<file path="src/rtl/qcw_pkg.sv">
// Shared defaults and types for the QCW phase-shifted full-bridge oscillator.
package qcw_pkg;
  localparam int QCW_WIDTH      = 24;
  localparam int QCW_DEAD_TIME  = 4;
  localparam int QCW_MIN_PERIOD = 16;
  localparam int QCW_NUM_LEGS   = 2;

  typedef struct packed {
    logic a;
    logic b;
  } gdt_pair_t;
endpackage

</file>
<file path="src/rtl/qcw_leg.sv">
// One bridge leg: complementary A/B drive from a position within the period,
// with dead time before each rising edge. Outputs registered.
module qcw_leg #(
  parameter int WIDTH     = 24,
  parameter int DEAD_TIME = 4
) (
  input  logic             clk_logic,
  input  logic             reset_n,
  input  logic [WIDTH-1:0] pos,
  input  logic [WIDTH-1:0] h,
  input  logic [WIDTH-1:0] p_s,
  input  logic             run,
  output logic             a,
  output logic             b
);
  localparam logic [WIDTH-1:0] DT   = WIDTH'(DEAD_TIME);
  localparam logic [WIDTH:0]   DT_W = (WIDTH+1)'(DEAD_TIME);

  logic           a_d, a_q, b_d, b_q;
  logic [WIDTH:0] b_start;

  always_comb begin
    // one extra bit so h + dead time cannot wrap
    b_start = {1'b0, h} + DT_W;
    a_d     = run && (pos >= DT) && (pos < h);
    b_d     = run && ({1'b0, pos} >= b_start) && (pos < p_s);
  end

  always_ff @(posedge clk_logic or negedge reset_n) begin
    if (!reset_n) begin
      a_q <= 1'b0;
      b_q <= 1'b0;
    end else begin
      a_q <= a_d;
      b_q <= b_d;
    end
  end

  assign a = a_q;
  assign b = b_q;
endmodule

</file>
<file path="src/rtl/qcw_osc.sv">
// Phase-shifted full-bridge oscillator: shared period counter, shadowed
// period/phase registers updated only at period boundaries, two dead-timed legs.
module qcw_osc
  import qcw_pkg::*;
#(
  parameter int WIDTH      = QCW_WIDTH,
  parameter int DEAD_TIME  = QCW_DEAD_TIME,
  parameter int MIN_PERIOD = QCW_MIN_PERIOD
) (
  input  logic             clk_logic,
  input  logic             reset_n,
  input  logic [WIDTH-1:0] period,
  input  logic [WIDTH-1:0] phase_shift,
  input  logic             latch,
  input  logic             enable,
  output logic             GDT1_A,
  output logic             GDT1_B,
  output logic             GDT2_A,
  output logic             GDT2_B
);
  localparam int               NUM_LEGS = QCW_NUM_LEGS;
  localparam logic [WIDTH-1:0] W_ONE    = WIDTH'(1);
  localparam logic [WIDTH-1:0] W_MIN    = WIDTH'(MIN_PERIOD);

  logic [WIDTH-1:0] cnt_d, cnt_q, p_s_d, p_s_q, ph_s_d, ph_s_q, h;
  logic             run_d, run_q, wrap, load, leg_run;
  logic [NUM_LEGS-1:0][WIDTH-1:0] pos;
  gdt_pair_t [NUM_LEGS-1:0]       legs;

  always_comb begin
    wrap   = run_q && (cnt_q == p_s_q - W_ONE);
    // shadows follow the inputs while idle, otherwise only at the period boundary
    load   = latch && (period >= W_MIN) && (!run_q || wrap);
    p_s_d  = p_s_q;
    ph_s_d = ph_s_q;
    if (load) begin
      p_s_d  = period;
      ph_s_d = (phase_shift > period - W_ONE) ? period - W_ONE : phase_shift;
    end
    run_d = enable && ((p_s_q != '0) || load);
    cnt_d = '0;
    if (run_d && run_q && !wrap) cnt_d = cnt_q + W_ONE;
  end

  always_ff @(posedge clk_logic or negedge reset_n) begin
    if (!reset_n) begin
      cnt_q  <= '0;
      p_s_q  <= '0;
      ph_s_q <= '0;
      run_q  <= 1'b0;
    end else begin
      cnt_q  <= cnt_d;
      p_s_q  <= p_s_d;
      ph_s_q <= ph_s_d;
      run_q  <= run_d;
    end
  end

  always_comb begin
    h       = p_s_q >> 1;
    leg_run = run_q && enable;
    pos[0]  = cnt_q;
    // ph_s_q <= p_s_q-1, so p_s_q - ph_s_q never underflows and the sum stays < p_s_q
    pos[1]  = (cnt_q >= ph_s_q) ? cnt_q - ph_s_q : cnt_q + (p_s_q - ph_s_q);
  end

  for (genvar g = 0; g < NUM_LEGS; g++) begin : g_leg
    qcw_leg #(.WIDTH(WIDTH), .DEAD_TIME(DEAD_TIME)) u_leg (
      .clk_logic (clk_logic),
      .reset_n   (reset_n),
      .pos       (pos[g]),
      .h         (h),
      .p_s       (p_s_q),
      .run       (leg_run),
      .a         (legs[g].a),
      .b         (legs[g].b)
    );
  end

  assign GDT1_A = legs[0].a;
  assign GDT1_B = legs[0].b;
  assign GDT2_A = legs[1].a;
  assign GDT2_B = legs[1].b;
endmodule

</file>
<file path="config.mk">
export PLATFORM = sky130hd
export DESIGN_NAME = qcw_osc
export DESIGN_NICKNAME = d
export VERILOG_FILES = /design/src/rtl/qcw_pkg.sv /design/src/rtl/qcw_leg.sv /design/src/rtl/qcw_osc.sv
export SDC_FILE = /design/constraint.sdc
export NUM_CORES = 1
export LEC_CHECK = 0
export CORE_MARGIN = 5
export CORE_UTILIZATION = 50
export CTS_BUF_LIST = sky130_fd_sc_hd__clkbuf_16
export DETAILED_ROUTE_END_ITERATION = 8
export DONT_BUFFER_PORTS = 1
export PLACE_DENSITY_LB_ADDON = 0.25
export SYNTH_ARGS = -nofsm -noshare
export SYNTH_HDL_FRONTEND = slang
export SYNTH_SLANG_ARGS = --single-unit
</file>
<file path="constraint.sdc">
create_clock -name clk_logic -period 13.7 [get_ports clk_logic]
set_clock_uncertainty 0.1 [all_clocks]
set_input_delay 3.425 -clock clk_logic [delete_from_list [all_inputs] [get_ports clk_logic]]
set_output_delay 3.425 -clock clk_logic [all_outputs]
set_load 0.02 [all_outputs]
</file>
# Yosys cells after proc, flatten, opt, wreduce, memory -nomap -nowiden
# Cells that the tools add are included.
# W data, S select, Z words.
dict set report totals {
  reg_bits 77
  in_bits 52
  out_inout_bits 4
  elab_cells 50
}
dict set report op_classes {
  n_addsub 7
  n_lt_le_gt_ge 11
  eq_ne 1
  mux 3
  n_reduce_logical 20
}
# operator n
set op_table {}
lappend op_table {{$mux W24} 3}
lappend op_table {{$ge A24 B25 Y1} 2}
lappend op_table {{$ge A24 B3 Y1 const B} 2}
lappend op_table {{$lt A24 B23 Y1} 2}
lappend op_table {{$lt A24 B24 Y1} 2}
lappend op_table {{$sub A24 B1 Y24 const B} 2}
lappend op_table {{$sub A24 B24 Y24} 2}
lappend op_table {{$add A23 B3 Y24 const B} 1}
lappend op_table {{$add A24 B1 Y24 const B} 1}
lappend op_table {{$add A24 B24 Y24} 1}
lappend op_table {{$eq A24 B24 Y1} 1}
lappend op_table {{$ge A24 B24 Y1} 1}
lappend op_table {{$ge A24 B5 Y1 const B} 1}
lappend op_table {{$gt A24 B24 Y1} 1}
lappend op_table {{$reduce_bool A24 Y1} 1}
lappend op_table {{$logic_and A1 B1 Y1} 15}
lappend op_table {{$logic_not A1 Y1} 2}
lappend op_table {{$logic_or A1 B1 Y1} 2}

# Depth between registers and ports, before layout
dict set report logic_depth {
  word_depth 10
  mapped_depth 25
  depth_no_buf 25
}

# Modules after synthesis
# A second synthesis with hierarchy kept.
dict set report unflattened {
  cells_unflattened 1568
  area_unflattened_um2 12633.4
}
# mod n_inst cells_each area_each_um2
set by_module_without_submodules {}
lappend by_module_without_submodules {qcw_osc 1 1006 8394.3}
lappend by_module_without_submodules {qcw_leg 2 281 2119.5}

# Least setup slack after synthesis
# No wires, ideal clock.
dict set report synth_path {
  path_type {input to register}
  startpoint {input port period[10]}
  endpoint {register ph_s_q[16]}
  setup_ns 0.127
  t_arrival_ns 7.336
  required_ns 13.473
  slack_ns 6.137
  stages 14
  n_path_buf 1
  cell_sequence {or4_1 nor4_1 nand3_1 or4_1 xor2_1 ha_1 nand4_1 nor4_1 a221oi_1 o21ai_0 o21ai_1 clkbuf_1 mux2i_1 mux2_1}
}
dict set report synth_via {
  elab_chain_len 3
}
# item line
set synth_rtl {}
lappend synth_rtl {{from (decl)} qcw_osc.sv:12} ;# input logic [WIDTH-1:0] period,
lappend synth_rtl {{$sub A24 B1 Y24 or $ge A24 B5 Y1 (tied branches)} {qcw_osc.sv:38, qcw_osc.sv:33}}
lappend synth_rtl {{$gt A24 B24 Y1 or $logic_and A1 B1 Y1 (tied branches)} {qcw_osc.sv:38, qcw_osc.sv:33}}
lappend synth_rtl {{$mux W24 or $logic_and A1 B1 Y1 (tied branches)} {qcw_osc.sv:38, qcw_osc.sv:33}}
lappend synth_rtl {{to (signal assigned)} qcw_osc.sv:54} ;# ph_s_q <= ph_s_d;
lappend synth_rtl {{to (decl)} qcw_osc.sv:25} ;# logic [WIDTH-1:0] cnt_d, cnt_q, p_s_d, p_s_q, ph_s_d, ph_s_q, h;
# Parallel ways exist; a longest one is shown, timed or not.
# A chain may end at the register's enable or synchronous reset.

# Worst setup path after layout
# Same ends and word-level chain as after synthesis.

==> summary.txt <==
Run status
  – Outcome: finished, final reports clean

Placement
  – IO Port Bufs: 0
  – Final GP Congestion: just over 0.9
  – Post-DP HPWL: 28.5 mm

Synth
  – #FFs+latches synth: a little under 80
  – Yosys warnings: 0
  – Post-synth EDFFs: 0
  – Area share of the largest cell type after synthesis: 0.226
  – Netlist cell types: 76
  – Yosys top cell by area: ha_1
  – Seq/Total Area, Yosys: 0.161
  – Post-Synthesis Net Count: about 1700
  – Top FF cell, synth: dfrtp_1
  – Mapped Area: between 10000 and 15000 um^2
  – Syn Inst Count: 1409
  – Synth area leaders: ha_1, dfrtp_1, xnor2_1, inv_1, fa_1
  – Synth async-reset ratio: 1.00
  – Mean Syn Cell Area: 8.48 um^2

Timing
  – Hold slack: 437 ps
  – Slew Viols, Final: 0
  – F_max: 0.136 GHz
  – Actual transition at the worst max-transition pin: about 1200 ps
  – Final hold violations: 0
  – Final period util: 0.538
  – Slew margin rel.: 0.218
  – TNS Setup: 0 ps
  – Final setup violation count: 0
  – Minimum clock period: roughly 7400 ps
  – RSZ-0062 raised after global routing: no

Global route
  – Initial antenna violation count: 0
  – GRT Total Usage: 0.256
  – First-pass GRT wire length: around 54 mm
  – GRT Residual Overflow: 0
  – Number of global-route vias before repair: 10300
  – Largest net degree at the start of global routing: between 70 and 80

Setup path
  – Critical Path Fanout Max: 24
  – Worst Path Arrival: between 7000 and 8000 ps
  – CP Capture Type: flip-flop
  – Critical Setup Path Class: input pin to flip-flop
  – RR Endpoint: g_leg[1].u_leg.b
  – Critical Path Start: period[10]
  – CP startpoint kind: input pin
  – R2r worst-path depth: 24
  – Critical R2R Launch: cnt_q[15]
  – Critical Path RT: around 14000 ps
  – Reg2Reg Setup Slack: between 7000 and 8000 ps

Layout
  – # diodes: 0
  – Nets: roughly 1700
  – Area Growth Syn to Fin: 5.01%
  – Final core utilization: 0.535
  – Layout cell share with drive strength beyond 1: 0.0557
  – Most common cell after layout, fill and taps aside: ha_1
  – Most frequent cells in the layout: ha_1, inv_1, xnor2_1

Floorplanning
  – Die area: ~27000 um^2
  – Die width: 165 um
  – Std-Cell Rows: between 50 and 60
  – Core Footprint: approximately 23000 um^2
  – Die H: 165 um
  – Initial Util: 0.509
  – I/O pin cnt: 56

Drt
  – Post-route ant nets: 0
  – Metal-1 WL: roughly 16 mm
  – DR iter-0 viols: 618
  – Met2 wire length: roughly 16 mm
  – Max layer used: met4
  – Final wirelength: 34.4 mm
  – WL met3: 2.00 mm
  – Drt pass-1 iters: 5
  – Vias: ~10000
  – Wire per inst: between 20 and 25 um
  – Post-DR vias/cell: between 6 and 7
  – DRC viols: 0

Power
  – VDD IR-drop max: 0.0000722 V
  – Pleak: between 6 and 7 nW
  – Pwr/cell area: ~140 nW/um^2
  – Total power: about 1.7 mW

Clock tree
  – Worst-Skew Late Latency: about 350 ps
  – CTS resizes: 0
  – CTS Root Cell: clkbuf_16
  – H-tree depth reported by CTS: 3
  – Cts bufs inserted: 9
  – CTS tree: built
  – CTS Hold Bufs: 0
  – Clock sinks: a little under 80
  – CTS max path bufs: 2
  – Worst-path clk slew: 70 ps
  – Postcts setup bufs: 0

Hold path
  – Hold Path Class: flip-flop to flip-flop
  – Hold_sp: ph_s_q[21]
  – Hold endpoint: ph_s_q[21]
  – Hold path cells: 1

Run
  – Max Cap Viol: 0
[stage by stage]
| stage | std cells | instance area (um^2) | worst slack [ps] |
|---|---|---|---|
| global placement | 1703 | 12300 | 6030 |
| floorplan | 1409 | 12000 | 6140 |
| detailed placement | 1703 | 12300 | 5980 |
| finish | 1719 | 12600 | 6340 |
| CTS | 1719 | 12600 | 6340 |
| global route | 1719 | 12600 | 5820 |
[where the power goes]
| part | internal, mW | leakage (nW) | switching, mW |
|---|---|---|---|
| Sequential | 0.255 | 0.964 | 0.0566 |
| Clock | 0.125 | 0.138 | 0.111 |
| Combinational | 0.493 | 4.98 | 0.671 |
| Total | 0.873 | 6.08 | 0.838 |
[kinds of logic (layout without fill, tap and decap cells)]
group / after synthesis / count (layout) / synth area share
xor gates and xnor gates: 129 / 129 / 0.0945
adders and majority gates: 240 / 240 / 0.266
buffers and inverters: 188 / 179 / 0.0611
AOI/OAI and AO/OA: 309 / 309 / 0.169
and+or+nand+nor: 380 / 380 / 0.169
muxes: 86 / 86 / 0.0789
DFF: 77 / 77 / 0.161
[worst max-delay path by stage]
| stage | end | depth (start not counted) |
|---|---|---|
| 6_report | ph_s_q[16] | 14 |
| 3_3_place_gp | ph_s_q[17] | 14 |
| 3_5_place_dp | ph_s_q[16] | 14 |
| 5_1_grt | ph_s_q[16] | 14 |
| 2_1_floorplan | ph_s_q[16] | 14 |
| 4_1_cts | ph_s_q[16] | 14 |
[critical path, cell delays in order]
cell	delay [ps]
or4_1	580
nor4_1	650
nand3_1	270
or4_1	490
xor2_1	170
ha_1	320
nand4_1	120
nor4_1	420
a221oi_1	130
o21ai_0	130
o21ai_2	70
buf_4	260
mux2i_1	160
mux2_1	300
[metal layers]
metal  global-route usage  up-vias
met1                0.347     5043
met4               0.0896        0
met2                0.419      301
met5                    0        -
met3               0.0329       63
li1                     -     5058
[sequential cells by signal, summed over array words and instances (netlist names)]
name / count
run_q: 1
p_s_q: 24
ph_s_q: 24
g_leg.u_leg.b: 2
cnt_q: 24
g_leg.u_leg.a: 2
[synth_stat cells, types with 14 or more instances]
| library cell | number |
|---|---|
| mux2i_1 | 38 |
| inv_1 | 155 |
| o21ai_0 | 55 |
| a21o_1 | 54 |
| nor2_1 | 79 |
| nand2b_1 | 20 |
| nor3_1 | 31 |
| dfrtp_1 | 77 |
| xor2_1 | 38 |
| nor4_1 | 18 |
| a21oi_1 | 85 |
| nor2b_1 | 21 |
| nand2_1 | 66 |
| ha_1 | 216 |
| fa_1 | 24 |
| o21a_1 | 22 |
| mux2_2 | 33 |
| nand4_1 | 49 |
| xnor2_1 | 91 |
| o211ai_1 | 14 |
| clkbuf_1 | 20 |
| nand3_1 | 33 |
[final cells by class]
class / instances / area [um^2]
clock buffers: 9 / 225
inverters: 157 / 589
fillers: 2196 / 10900
flip-flops and latches: 77 / 1930
clock inverters: 7 / 58.8
well taps: 319 / 399
multi-input cells: 1144 / 9310
repair buffers: 6 / 45.0
(Power assumes the default switching activity.)
